$ cat config.mk
export PLATFORM = sky130hd
export DESIGN_NAME = threshold_read_flat
export DESIGN_NICKNAME = d
export VERILOG_FILES = /design/src/rtl/threshold_read_if.sv /design/src/rtl/threshold_read.sv /design/src/flat_wrapper.sv
export SDC_FILE = /design/constraint.sdc
export NUM_CORES = 1
export LEC_CHECK = 0
export ABC_AREA = 1
export CAP_MARGIN = 0
export CORE_UTILIZATION = 48
export CTS_CLUSTER_DIAMETER = 50
export DETAILED_ROUTE_END_ITERATION = 8
export GPL_ROUTABILITY_DRIVEN = 0
export PLACE_DENSITY = 0.8
export SYNTH_ARGS = -nofsm -noshare
export SYNTH_HDL_FRONTEND = slang
export SYNTH_SLANG_ARGS = --single-unit
$ cat constraint.sdc
create_clock -name clk -period 5.4 [get_ports clk]
set_input_delay 1.62 -clock clk [delete_from_list [all_inputs] [get_ports clk]]
set_output_delay 1.62 -clock clk [all_outputs]
set_load 0.05 [all_outputs]
$ cat src/rtl/threshold_read_if.sv
// Memory-read and binarised-pixel signals between threshold_read (master)
// and the image memory / BMP writer side (slave).
interface threshold_read_if #(
  parameter int unsigned ADDR_WIDTH = 18
) ();
  logic                  mem_Rd_En;
  logic [ADDR_WIDTH-1:0] mem_Rd_Addr;
  logic [47:0]           mem_Rd_Data;
  logic                  horizontal_Pulse;
  logic [7:0]            data_Red_Even;
  logic [7:0]            data_Green_Even;
  logic [7:0]            data_Blue_Even;
  logic [7:0]            data_Red_Odd;
  logic [7:0]            data_Green_Odd;
  logic [7:0]            data_Blue_Odd;

  modport master (
    output mem_Rd_En,
    output mem_Rd_Addr,
    input  mem_Rd_Data,
    output horizontal_Pulse,
    output data_Red_Even,
    output data_Green_Even,
    output data_Blue_Even,
    output data_Red_Odd,
    output data_Green_Odd,
    output data_Blue_Odd
  );

  modport slave (
    input  mem_Rd_En,
    input  mem_Rd_Addr,
    output mem_Rd_Data,
    input  horizontal_Pulse,
    input  data_Red_Even,
    input  data_Green_Even,
    input  data_Blue_Even,
    input  data_Red_Odd,
    input  data_Green_Odd,
    input  data_Blue_Odd
  );
endinterface

$ cat src/rtl/threshold_read.sv
// Raster-order pixel-pair reader: fetches two pixels per word, binarises each
// against a fixed threshold and emits them with vertical/horizontal blanking.
module threshold_read #(
  parameter int unsigned IMAGE_WIDTH  = 768,
  parameter int unsigned IMAGE_HEIGHT = 512,
  parameter int unsigned THRESHOLD    = 90,
  parameter int unsigned START_DELAY  = 100,
  parameter int unsigned HSYNC_DELAY  = 160,
  parameter int unsigned ADDR_WIDTH   = 18
) (
  input  logic                clk,
  input  logic                reset,
  input  logic                start,
  threshold_read_if.master    bus,
  output logic                busy,
  output logic                sig_Threshold_Done
);

  localparam int unsigned Pairs  = IMAGE_WIDTH / 2;
  localparam int unsigned CntMax0 = (START_DELAY > HSYNC_DELAY) ? START_DELAY : HSYNC_DELAY;
  localparam int unsigned CntMax1 = (CntMax0 > Pairs) ? CntMax0 : Pairs;
  localparam int unsigned CntMax  = (CntMax1 > 3) ? CntMax1 : 3;
  localparam int unsigned CntW    = $clog2(CntMax + 1);
  localparam int unsigned RowW    = $clog2(IMAGE_HEIGHT + 1);
  localparam logic [9:0]  ThreshSum = 10'(3 * THRESHOLD);

  localparam logic [2:0] StIdle  = 3'd0;
  localparam logic [2:0] StVsync = 3'd1;
  localparam logic [2:0] StData  = 3'd2;
  localparam logic [2:0] StHsync = 3'd3;
  localparam logic [2:0] StDrain = 3'd4;

  logic [2:0]            state_q, state_d;
  logic [CntW-1:0]       cnt_q, cnt_d;
  logic [RowW-1:0]       row_q, row_d;
  logic [ADDR_WIDTH-1:0] addr_q, addr_d;
  logic                  rd_en_d1_q;
  logic                  pulse_q;
  logic [47:0]           pix_q;

  function automatic logic [7:0] binarise(input logic [7:0] r, input logic [7:0] g,
                                          input logic [7:0] b);
    logic [9:0] sum;
    sum = {2'b00, r} + {2'b00, g} + {2'b00, b};
    return (sum > ThreshSum) ? 8'hff : 8'h00;
  endfunction

  always_comb begin
    state_d = state_q;
    cnt_d   = cnt_q;
    row_d   = row_q;
    addr_d  = addr_q;
    case (state_q)
      StIdle: begin
        if (start) begin
          state_d = StVsync;
          cnt_d   = '0;
          row_d   = '0;
          addr_d  = '0;
        end
      end
      StVsync: begin
        if (cnt_q == CntW'(START_DELAY - 1)) begin
          state_d = StData;
          cnt_d   = '0;
        end else begin
          cnt_d = cnt_q + 1'b1;
        end
      end
      StData: begin
        addr_d = addr_q + 1'b1;
        if (cnt_q == CntW'(Pairs - 1)) begin
          cnt_d = '0;
          if (row_q == RowW'(IMAGE_HEIGHT - 1)) begin
            state_d = StDrain;
          end else begin
            state_d = StHsync;
            row_d   = row_q + 1'b1;
          end
        end else begin
          cnt_d = cnt_q + 1'b1;
        end
      end
      StHsync: begin
        if (cnt_q == CntW'(HSYNC_DELAY - 1)) begin
          state_d = StData;
          cnt_d   = '0;
        end else begin
          cnt_d = cnt_q + 1'b1;
        end
      end
      StDrain: begin
        // Two cycles flush the read pipeline; the third carries the done pulse.
        if (cnt_q == CntW'(2)) begin
          state_d = StIdle;
          cnt_d   = '0;
        end else begin
          cnt_d = cnt_q + 1'b1;
        end
      end
      default: begin
        state_d = StIdle;
        cnt_d   = '0;
      end
    endcase
  end

  always_ff @(posedge clk) begin
    if (reset) begin
      state_q    <= StIdle;
      cnt_q      <= '0;
      row_q      <= '0;
      addr_q     <= '0;
      rd_en_d1_q <= 1'b0;
      pulse_q    <= 1'b0;
      pix_q      <= '0;
    end else begin
      state_q    <= state_d;
      cnt_q      <= cnt_d;
      row_q      <= row_d;
      addr_q     <= addr_d;
      rd_en_d1_q <= (state_q == StData);
      pulse_q    <= rd_en_d1_q;
      if (rd_en_d1_q) begin
        pix_q <= {{3{binarise(bus.mem_Rd_Data[47:40], bus.mem_Rd_Data[39:32],
                              bus.mem_Rd_Data[31:24])}},
                  {3{binarise(bus.mem_Rd_Data[23:16], bus.mem_Rd_Data[15:8],
                              bus.mem_Rd_Data[7:0])}}};
      end
    end
  end

  always_comb begin
    bus.mem_Rd_En        = (state_q == StData);
    bus.mem_Rd_Addr      = addr_q;
    bus.horizontal_Pulse = pulse_q;
    bus.data_Red_Even    = pix_q[47:40];
    bus.data_Green_Even  = pix_q[39:32];
    bus.data_Blue_Even   = pix_q[31:24];
    bus.data_Red_Odd     = pix_q[23:16];
    bus.data_Green_Odd   = pix_q[15:8];
    bus.data_Blue_Odd    = pix_q[7:0];
    busy                 = (state_q != StIdle);
    sig_Threshold_Done   = (state_q == StDrain) && (cnt_q == CntW'(2));
  end

endmodule

$ cat src/flat_wrapper.sv
// flat-port wrapper written by rule: the top's interface ports become plain ports
module threshold_read_flat 
#(
  parameter int unsigned IMAGE_WIDTH  = 768,
  parameter int unsigned IMAGE_HEIGHT = 512,
  parameter int unsigned THRESHOLD    = 90,
  parameter int unsigned START_DELAY  = 100,
  parameter int unsigned HSYNC_DELAY  = 160,
  parameter int unsigned ADDR_WIDTH   = 18
)
  (clk, reset, start, busy, sig_Threshold_Done, bus_mem_Rd_En, bus_mem_Rd_Addr, bus_mem_Rd_Data, bus_horizontal_Pulse, bus_data_Red_Even, bus_data_Green_Even, bus_data_Blue_Even, bus_data_Red_Odd, bus_data_Green_Odd, bus_data_Blue_Odd);
  threshold_read_if #(.ADDR_WIDTH(ADDR_WIDTH)) bus_i ();
  input  logic clk;
  input  logic reset;
  input  logic start;
  output logic busy;
  output logic sig_Threshold_Done;
  output wire logic [$bits(bus_i.mem_Rd_En)-1:0] bus_mem_Rd_En;
  output wire logic [$bits(bus_i.mem_Rd_Addr)-1:0] bus_mem_Rd_Addr;
  input wire logic [$bits(bus_i.mem_Rd_Data)-1:0] bus_mem_Rd_Data;
  output wire logic [$bits(bus_i.horizontal_Pulse)-1:0] bus_horizontal_Pulse;
  output wire logic [$bits(bus_i.data_Red_Even)-1:0] bus_data_Red_Even;
  output wire logic [$bits(bus_i.data_Green_Even)-1:0] bus_data_Green_Even;
  output wire logic [$bits(bus_i.data_Blue_Even)-1:0] bus_data_Blue_Even;
  output wire logic [$bits(bus_i.data_Red_Odd)-1:0] bus_data_Red_Odd;
  output wire logic [$bits(bus_i.data_Green_Odd)-1:0] bus_data_Green_Odd;
  output wire logic [$bits(bus_i.data_Blue_Odd)-1:0] bus_data_Blue_Odd;
  assign bus_mem_Rd_En = bus_i.mem_Rd_En;
  assign bus_mem_Rd_Addr = bus_i.mem_Rd_Addr;
  assign bus_i.mem_Rd_Data = bus_mem_Rd_Data;
  assign bus_horizontal_Pulse = bus_i.horizontal_Pulse;
  assign bus_data_Red_Even = bus_i.data_Red_Even;
  assign bus_data_Green_Even = bus_i.data_Green_Even;
  assign bus_data_Blue_Even = bus_i.data_Blue_Even;
  assign bus_data_Red_Odd = bus_i.data_Red_Odd;
  assign bus_data_Green_Odd = bus_i.data_Green_Odd;
  assign bus_data_Blue_Odd = bus_i.data_Blue_Odd;
  threshold_read #(.IMAGE_WIDTH(IMAGE_WIDTH), .IMAGE_HEIGHT(IMAGE_HEIGHT), .THRESHOLD(THRESHOLD), .START_DELAY(START_DELAY), .HSYNC_DELAY(HSYNC_DELAY), .ADDR_WIDTH(ADDR_WIDTH)) u_core (.clk(clk), .reset(reset), .start(start), .bus(bus_i), .busy(busy), .sig_Threshold_Done(sig_Threshold_Done));
endmodule
---- Yosys cells after proc, flatten, opt, wreduce, memory -nomap -nowiden ----
Index checks and enable logic that the tools add are counted.
word-level totals
  register bits ........................... 90
  latch bits .............................. 0
  memory bits (writable) .................. 0
  bits in read-only memories .............. 0
  bits of input ports ..................... 51
  output and inout port bits .............. 70
  word-level logic and storage cells ...... 59
  memories ................................ 0
cells by class
  add/subtract/negate cells ............... 7
  multiply operators ...................... 0
  div/mod/pow operators ................... 0
  $lt $le $gt $ge ......................... 2
  equal/unequal tests ..................... 15
  shift operators ......................... 0
  muxes and demuxes ....................... 21
  bitwise logic cells ..................... 0
  reductions and logical operators ........ 7
operators with widths
  operator                                                        number
  two-way mux 9 bit                                               5
  case mux 9 bit (5 select lines)                                 1
  case mux 18 bit (2 select lines)                                1
  two-way mux 10 bit                                              3
  adder 10 x 8 -> 10 bit                                          2
  greater-than comparator 10 x 9 -> 1 bit, second input constant  2
  case mux 10 bit (2 select lines)                                1
  adder 18 x 1 -> 18 bit, second input constant                   1
  adder 8 x 8 -> 9 bit                                            2
  two-way mux 18 bit                                              1
  two-way mux 3 bit                                               6
  two-way mux 8 bit                                               2
  case mux 3 bit (5 select lines)                                 1
  adder 10 x 1 -> 10 bit, second input constant                   1
  == test 10 x 9 -> 1 bit, second input constant                  1
  adder 9 x 1 -> 9 bit, second input constant                     1
  == test 9 x 2 -> 1 bit, second input constant                   1
  == test 9 x 7 -> 1 bit, second input constant                   1
  == test 9 x 8 -> 1 bit, second input constant                   1
  == test 9 bit, second input constant                            1
  inequality test 2 x 1 -> 1 bit, second input constant           4
  == test 3 x 2 -> 1 bit, second input constant                   2
  AND reduction 5 bit                                             1
  inequality test 2 bit, second input constant                    2
  other kinds (8)                                                 8

---- Logic depth before layout (Yosys ltp) ----
Gate-level depths: netlist of run 1.
  word-level depth ........................ 4
  mapped depth ............................ 19
  gate-level depth less buffers ........... 19

---- Worst setup path after synthesis of run 1 ----
OpenSTA, ideal clock, no wires.
  kind .................................... in2reg
  from .................................... input port bus_mem_Rd_Data[8]
  to ...................................... register u_core.pix_q[23]
  library setup time ...................... 0.124 ns
  arrival ................................. 3.610 ns
  data required time ...................... 5.276 ns
  setup slack ............................. 1.667 ns
  stages on the path ...................... 19
  buffers on the path ..................... 0
  path through ............................ ha_1 -> inv_1 -> fa_1 -> inv_1 -> nand3_1 -> nand2_1 -> a31oi_1 -> xnor2_1 -> ha_1 -> nand2_1 -> inv_1 -> a21oi_1 -> nand2_1 -> nand2_1 -> nand2_1 -> nor2_1 -> nand2_1 -> nand2_1 -> a21oi_1
on the way
  cells in the longest elaborated chain, start to end .. 4
RTL lines
  item                                     line                   RTL
  start, declared                          flat_wrapper.sv:20     input wire logic [$bits(bus_i.mem_Rd_Data)-1:0] bus_mem_Rd_Data;
  adder 8 x 8 -> 9 bit                     threshold_read.sv:44   sum = {2'b00, r} + {2'b00, g} + {2'b00, b};
  adder 10 x 8 -> 10 bit                   threshold_read.sv:44
  greater-than comparator 10 x 9 -> 1 bit  threshold_read.sv:45   return (sum > ThreshSum) ? 8'hff : 8'h00;
  two-way mux 8 bit                        threshold_read.sv:45
  end signal, assigned                     threshold_read.sv:125  pix_q <= {{3{binarise(bus.mem_Rd_Data[47:40], bus.mem_Rd_Data[39:32],
  end, declared                            threshold_read.sv:39   logic [47:0] pix_q;
Every way passes these cells.
A chain may end at the register's enable or synchronous reset.

---- Worst setup path after layout of run 1 ----
Ends and elaborated chain as after synthesis.

==> impl_metrics.csv, run 1 <==
group,metric,value,unit
global_route,gr-total-overflow,0,
timing,worst_slew_pin_slew,0.837,ns
route,drt_iter0_drc,158,
power_and_ir_drop,pwr-share-seq,24.7,%
synthesis,synth-edff-count,0,
min_path,hold_path_startpoint,"u_core.cnt_q[4]",
timing,fin_crit_sh,76.4,%
clocking,clock_path_buffers,2,
synthesis,syn_area,4280,sq um
synthesis,synth_compound_area_share,11.6,%
setup_path,slowest_delay,0.46,ns
timing,finalCriticalPeriod,4.12,ns
floorplan,num_rows,34,
floorplan,start_util,49.3,%
power_and_ir_drop,clkPwrFrac,14.3,%
timing,fin_hold_ws,0.498,ns
synthesis,async_flop_share,0,%
synthesis,synth_area_per_cell,6.39,sq um
setup_path,cp-end-kind,"flop",
placement,dp_hpwl,7.97,mm
route,first_pass_iters,5,
clocking,clock_latency,0.30,ns
final_layout,regArea,881,sq um
setup_path,arrival,4.31,ns
clocking,cts_resized,0,
setup_path,criticalPathCategory,"input port to flop",
power_and_ir_drop,netSwitchingPower,0.000773,W
route,route.antenna.remaining_nets,0,
setup_path,crit_chain,"clkdlybuf4s50_1, ha_1, inv_1, fa_1, inv_1, nand3_1, nand2_1, a31oi_1, xnor2_1, ha_1, nand2_1, inv_1, a21oi_1, nand2_1, nand2_1, nand2_1, nor2_1, nand2_1, nand2_1, a21oi_1",
floorplan,die_y,96.4,um
global_route,grt_first_pass_wirelength,16.1,mm
floorplan,io_pins,121,
final_layout,area_delta_synth_final,24.9,%
timing,finalMaxSlewViolations,0,
route,drc,0,
global_route,antenna_found_initial,0,
power_and_ir_drop,power.leakage,2.35,nW
power_and_ir_drop,max-vdd-ir-drop,188,uV
power_and_ir_drop,internal_power,0.000769,W
clocking,htreeDepth,2,
setup_path,cp_slowest_cell,"clkdlybuf4s50_1",
synthesis,ys_seq_area_share,20.6,%
route,vias,4338,
final_layout,drive_gt1_share,3.89,%
setup_path,start_kind,"input port",
clocking,clock-sinks,44,
placement,portBuffers,120,
synthesis,synth-main-ff-cell,"dfxtp_1",
synthesis,synthAdderAreaFrac,13.0,%
timing,rsz0062_at_grt,"false",
setup_path,r2r_cells,7,
clocking,postCtsSetupBuffers,0,
final_layout,final_common_cell,"nand2_1",
setup_path,rrSetupSlack,3.50,ns
synthesis,synth_top_family_by_area,"simple AND/OR/NAND/NOR gates",
clocking,numCtsBuffers,5,
synthesis,ys_warn_count,0,
global_route,grt_max_degree,28,
flow_run,drv_cap,0,
floorplan,core_area,8680,sq um
min_path,min_path_type,"flop to flop",
synthesis,synth_xor_xnor_area_share,4.51,%
synthesis,netlist_instances,669,
setup_path,critPathBufInv,4,
final_layout,layout_common_cells,"nand2_1 (176), clkdlybuf4s50_1 (120), inv_1 (92), nor2_1 (63), a21oi_1 (50)",
run_status,status,"finished clean",
power_and_ir_drop,p_comb_share,61.0,%
clocking,clockRootBuffer,"clkbuf_8",
final_layout,multi_input_area,2650,sq um
floorplan,die-area,9290,sq um
route,via_per_inst,5.08,
final_layout,nets,838,
clocking,clk_pin_slew_worst_paths,0.09,ns
timing,finClkSkew,0.00715,ns
timing,max_freq,242,MHz
global_route,grt_usage,21.6,%
timing,setup_viol,0,
route,routed_wl,10.0,mm
synthesis,synth_nets,762,
clocking,cts_tree,"done",
global_route,grt_pass1_vias,3890,
synthesis,ys_ff_latch,44,
synthesis,synthSimpleGateAreaFrac,32.8,%
power_and_ir_drop,p_per_area,289,nW/um^2
placement,dpl_worst_slack,0.974,ns
final_layout,diodes,0,
setup_path,path_delay_family,"adder cells",
setup_path,cpMostUsedCell,"nand2_1",
setup_path,r2r_start,"u_core.row_q[0]",
setup_path,cp_max_fo,3,
power_and_ir_drop,p_sw_share,50.2,%
clocking,postCtsHoldBufs,0,
timing,hold_viol_final,0,
timing,slew_headroom,44.1,%
timing,fin_setup_tns,0,ns
setup_path,worst_r2r_endpoint,"u_core.row_q[0]",
setup_path,critPathRequiredTime,5.59,ns
floorplan,die_w,96.4,um
synthesis,synthDistinctLibCells,40,
synthesis,synth_mux_area_share,0,%
min_path,hold_end,"u_core.cnt_q[4]",
min_path,worst_hold_path.num_cells,2,
final_layout,nFillCells,808,
route,drt-wirelength-per-cell,11.8,um
timing,layout_setup_ws,1.28,ns
## how the worst max path moves through the flow
stage	from	end	slack (ns)	cells after the start
after floorplan	bus_mem_Rd_Data[8]	u_core.pix_q[23]	1.67	19
after global placement	bus_mem_Rd_Data[8]	u_core.pix_q[23]	1.07	20
after detailed placement	bus_mem_Rd_Data[40]	u_core.pix_q[46]	0.97	20
after CTS	bus_mem_Rd_Data[40]	u_core.pix_q[46]	1.27	20
after global routing	bus_mem_Rd_Data[40]	u_core.pix_q[46]	0.99	20
final	bus_mem_Rd_Data[8]	u_core.pix_q[23]	1.28	20
## synthesized netlist by cell type, types with 3 or more instances
master,n,area [sq um]
buf_2,4,20.0
ha_1,38,475
nor2_1,63,236
nor3_2,4,40.0
o211ai_1,5,37.5
nand2_2,3,18.8
o21ai_0,15,75.1
nand2_1,176,661
nand3_1,48,240
a21oi_1,50,250
dfxtp_1,44,881
nor3_1,5,25.0
xor2_1,11,96.3
o21a_1,3,22.5
nor2_2,4,25.0
buf_4,47,353
xnor2_1,11,96.3
fa_1,4,80.1
nand4_1,14,87.6
a31oi_1,3,18.8
inv_1,92,345
## final cells by class
cell class / count / share of cell area (%)
Clock inverter: 2 / 0.281
Clock buffer: 6 / 1.55
Timing Repair Buffer: 123 / 22.9
Sequential cell: 44 / 16.5
Inverter: 94 / 6.61
Tap cell: 108 / 2.53
Multi-Input combinational cell: 477 / 49.6
## state kept, by name, indices dropped and copies added (netlist names)
signal and cells:
u_core.row_q 10, u_core.cnt_q 9, u_core.state_q 3, u_core.pix_q 2
u_core.bus.mem_Rd_Addr 18, u_core.rd_en_d1_q 1, u_core.bus.horizontal_Pulse 1
## logic make-up after synthesis
kind of cell / count (synthesis)
adder cells (fa/ha/maj): 42
XOR/XNOR: 22
AO/OA/AOI/OAI: 88
AND/OR/NAND/NOR: 325
flip-flops: 44
buffers and inverters: 148
## metrics by stage
stage	total power (W)	cells	utilization [%]	instance area (sq um)
2_1_floorplan	0.00113	669	-	4280
3_3_place_gp	0.00130	846	60.4	5240
3_5_place_dp	0.00133	846	60.4	5240
4_1_cts	0.00155	854	61.5	5340
5_1_grt	0.00166	854	61.5	5340
6_report	0.00154	854	61.5	5340
## worst register-to-register path, delay by kind of cell (launching register included)
kind,cells,cell delay [ns]
AO/OA/AOI/OAI,1,0.22
buffers and inverters,1,0.14
adder cells (fa/ha/maj),1,0.21
flip-flops,1,0.40
AND/OR/NAND/NOR,4,0.83
## layer usage
layer,vias up,share of wire [%],global-route usage [%],routed length [um]
li1,2267,-,-,-
met1,1926,45,26.2,4510
met2,135,49,39.5,4890
met3,10,5.6,2.90,558
met4,0,0.78,6.25,78
met5,-,0,0,0
## power groups by stage
stage	clock [W]	sequential, W	combinational, W
6_report	0.000221	0.000381	0.000941
5_1_grt	0.000237	0.000388	0.00103
4_1_cts	0.000224	0.000382	0.000940
3_5_place_dp	0	0.000389	0.000937
3_3_place_gp	0	0.000387	0.000918
2_1_floorplan	0	0.000398	0.000736
Power figures use the tool's default switching activity.
==> inputs of run 2 (changes only) <==
--- a/config.mk
+++ b/config.mk
@@ -7,11 +7,11 @@
 export LEC_CHECK = 0
 export ABC_AREA = 1
 export CAP_MARGIN = 0
-export CORE_UTILIZATION = 48
+export CORE_UTILIZATION = 45
 export CTS_CLUSTER_DIAMETER = 50
 export DETAILED_ROUTE_END_ITERATION = 8
 export GPL_ROUTABILITY_DRIVEN = 0
-export PLACE_DENSITY = 0.8
+export PLACE_DENSITY = 0.79
 export SYNTH_ARGS = -nofsm -noshare
 export SYNTH_HDL_FRONTEND = slang
 export SYNTH_SLANG_ARGS = --single-unit
==> constraint.sdc (replaced) <==
create_clock -name clk -period 3.49 [get_ports clk]
set_input_delay 1.047 -clock clk [delete_from_list [all_inputs] [get_ports clk]]
set_output_delay 1.047 -clock clk [all_outputs]
set_load 0.05 [all_outputs]
==> impl_metrics.csv, run 2 (same netlist as run 1, synthesis figures left out) <==
group,metric,value,unit
route,routed_wl,11.5,mm
min_path,min_path_type,"flop to flop",
final_layout,layout_common_cells,"nand2_1 (168), clkdlybuf4s50_1 (109), inv_1 (86), nor2_1 (61), nand3_1 (46)",
setup_path,critPathRequiredTime,3.67,ns
placement,dp_hpwl,8.63,mm
route,via_per_inst,5.07,
route,drc,0,
floorplan,start_util,46.3,%
clocking,clock-sinks,44,
timing,fin_crit_sh,96.6,%
setup_path,path_delay_family,"adder cells",
timing,layout_setup_ws,0.119,ns
setup_path,r2r_start,"u_core.state_q[1]",
timing,finalCriticalPeriod,3.37,ns
power_and_ir_drop,power.leakage,2.65,nW
setup_path,crit_chain,"clkdlybuf4s50_1, ha_2, a21oi_4, nand2_4, buf_6, xor2_1, ha_1, nand2_1, nand2_2, a21oi_2, nand2_1, nand2_1, nand2_1, nor2_1, nand2_1, nand2_1, a21oi_1",
clocking,numCtsBuffers,5,
run_status,status,"finished clean",
final_layout,fin_util,63.8,%
route,drt-wirelength-per-cell,12.6,um
setup_path,arrival,3.55,ns
timing,max_freq,297,MHz
final_layout,drive_gt1_share,13.7,%
final_layout,nFillCells,797,
timing,slew_headroom,51.7,%
timing,finClkSkew,0.0151,ns
floorplan,die-area,9890,sq um
timing,fin_hold_ws,0.493,ns
setup_path,cpMostUsedCell,"nand2_1",
timing,finalMaxSlewViolations,0,
floorplan,core_area,9240,sq um
route,vias,4616,
clocking,htreeDepth,2,
clocking,clockRootBuffer,"clkbuf_8",
setup_path,r2r_cells,9,
global_route,gr-total-overflow,0,
clocking,clock_latency,0.30,ns
timing,setup_viol,0,
floorplan,io_pins,121,
min_path,hold_end,"u_core.bus.mem_Rd_Addr[15]",
global_route,grt_pass1_vias,4298,
route,drt_iter0_drc,163,
setup_path,cp-end-kind,"flop",
placement,dpl_worst_slack,-0.293,ns
min_path,hold_path_startpoint,"u_core.bus.mem_Rd_Addr[15]",
floorplan,die_y,99.5,um
route,first_pass_iters,5,
final_layout,multi_input_area,2840,sq um
timing,hold_viol_final,0,
power_and_ir_drop,p_per_area,457,nW/um^2
setup_path,slowest_delay,0.49,ns
min_path,worst_hold_path.num_cells,2,
clocking,clock_path_buffers,2,
global_route,antenna_found_initial,0,
floorplan,die_w,99.5,um
setup_path,critPathBufInv,2,
timing,worst_slew_pin_slew,0.723,ns
final_layout,largest_reg_flops,18,
final_layout,final_common_cell,"nand2_1",
global_route,grt_usage,21.8,%
power_and_ir_drop,max-vdd-ir-drop,338,uV
clocking,clk_pin_slew_worst_paths,0.09,ns
clocking,cts_tree,"done",
setup_path,criticalPathCategory,"input port to flop",
floorplan,num_rows,35,
placement,portBuffers,120,
final_layout,nets,874,
final_layout,diodes,0,
setup_path,rrSetupSlack,1.49,ns
final_layout,regArea,881,sq um
flow_run,drv_cap,0,
setup_path,cp_max_fo,5,
setup_path,start_kind,"input port",
global_route,grt_first_pass_wirelength,17.9,mm
final_layout,area_delta_synth_final,37.8,%
setup_path,cp_slowest_cell,"clkdlybuf4s50_1",
route,route.antenna.remaining_nets,0,
setup_path,worst_r2r_endpoint,"u_core.row_q[0]",
global_route,grt_max_degree,27,
## run 2: cell type report
class	count	share of cell area, %
Clock buffer	5	1.17
Clock inverter	2	1.02
Inverter	94	5.99
Multi-Input combinational cell	477	48.3
Sequential cell	44	15.0
Tap cell	129	2.74
Timing Repair Buffer	159	25.9
## run 2: through the flow
stage	instance area, sq um	total power, W	TNS, ns	std cells
global route	5890	0.00286	-0.0885	910
CTS	5640	0.00260	0	906
detailed placement	5510	0.00215	-0.584	899
finish	5890	0.00269	0	910
floorplan	4280	0.00176	0	669
global placement	5510	0.00210	-0.369	899
## run 2: worst max-delay path by stage
stage | start | end | depth (start not counted)
floorplan | bus_mem_Rd_Data[8] | u_core.pix_q[23] | 19
global placement | bus_mem_Rd_Data[32] | u_core.pix_q[46] | 20
detailed placement | bus_mem_Rd_Data[8] | u_core.pix_q[23] | 20
CTS | bus_mem_Rd_Data[32] | u_core.pix_q[46] | 20
global route | bus_mem_Rd_Data[11] | u_core.pix_q[23] | 17
finish | bus_mem_Rd_Data[11] | u_core.pix_q[23] | 17
## run 2: per-layer routing
metal  GRT usage (%)  part of all wire, %
met1            24.2                   42
met2            42.6                   51
met3            3.16                  5.0
met4            6.33                  2.1
met5               0                    0
## run 2: repair_timing
| item | 4_1_cts | 5_1_grt |
|---|---|---|
| setup buffers | 0 | 4 |
| pin swaps | 1 | 39 |
| endpoints found under the setup margin | 1 | 2 |
| hold buffers | 0 | 0 |
| gates resized for setup | 1 | 58 |
| hold endpoints to repair | 0 | 0 |
## run 2: power breakdown
part	internal (W)	switching, W
clock	0.000282	0.000177
sequential	0.000534	0.0000472
combinational	0.000606	0.00105
## run 2: worst reg2reg max path, cell delays in order, from the launching register on
cell and delay (ns):
dfxtp_1 0.37, inv_1 0.08, nor3_2 0.21, buf_4 0.31, nor2_1 0.10, inv_1 0.10
nand3_2 0.25, inv_2 0.25, o21ai_0 0.12, o211a_1 0.12
==> inputs of run 3 (changes only) <==
--- a/config.mk
+++ b/config.mk
@@ -8,7 +8,6 @@
 export ABC_AREA = 1
 export CAP_MARGIN = 0
 export CORE_UTILIZATION = 45
-export CTS_CLUSTER_DIAMETER = 50
 export DETAILED_ROUTE_END_ITERATION = 8
 export GPL_ROUTABILITY_DRIVEN = 0
 export PLACE_DENSITY = 0.79
==> results of run 3 <==
The final DEF is identical to that of run 2; final timing and power are the same.
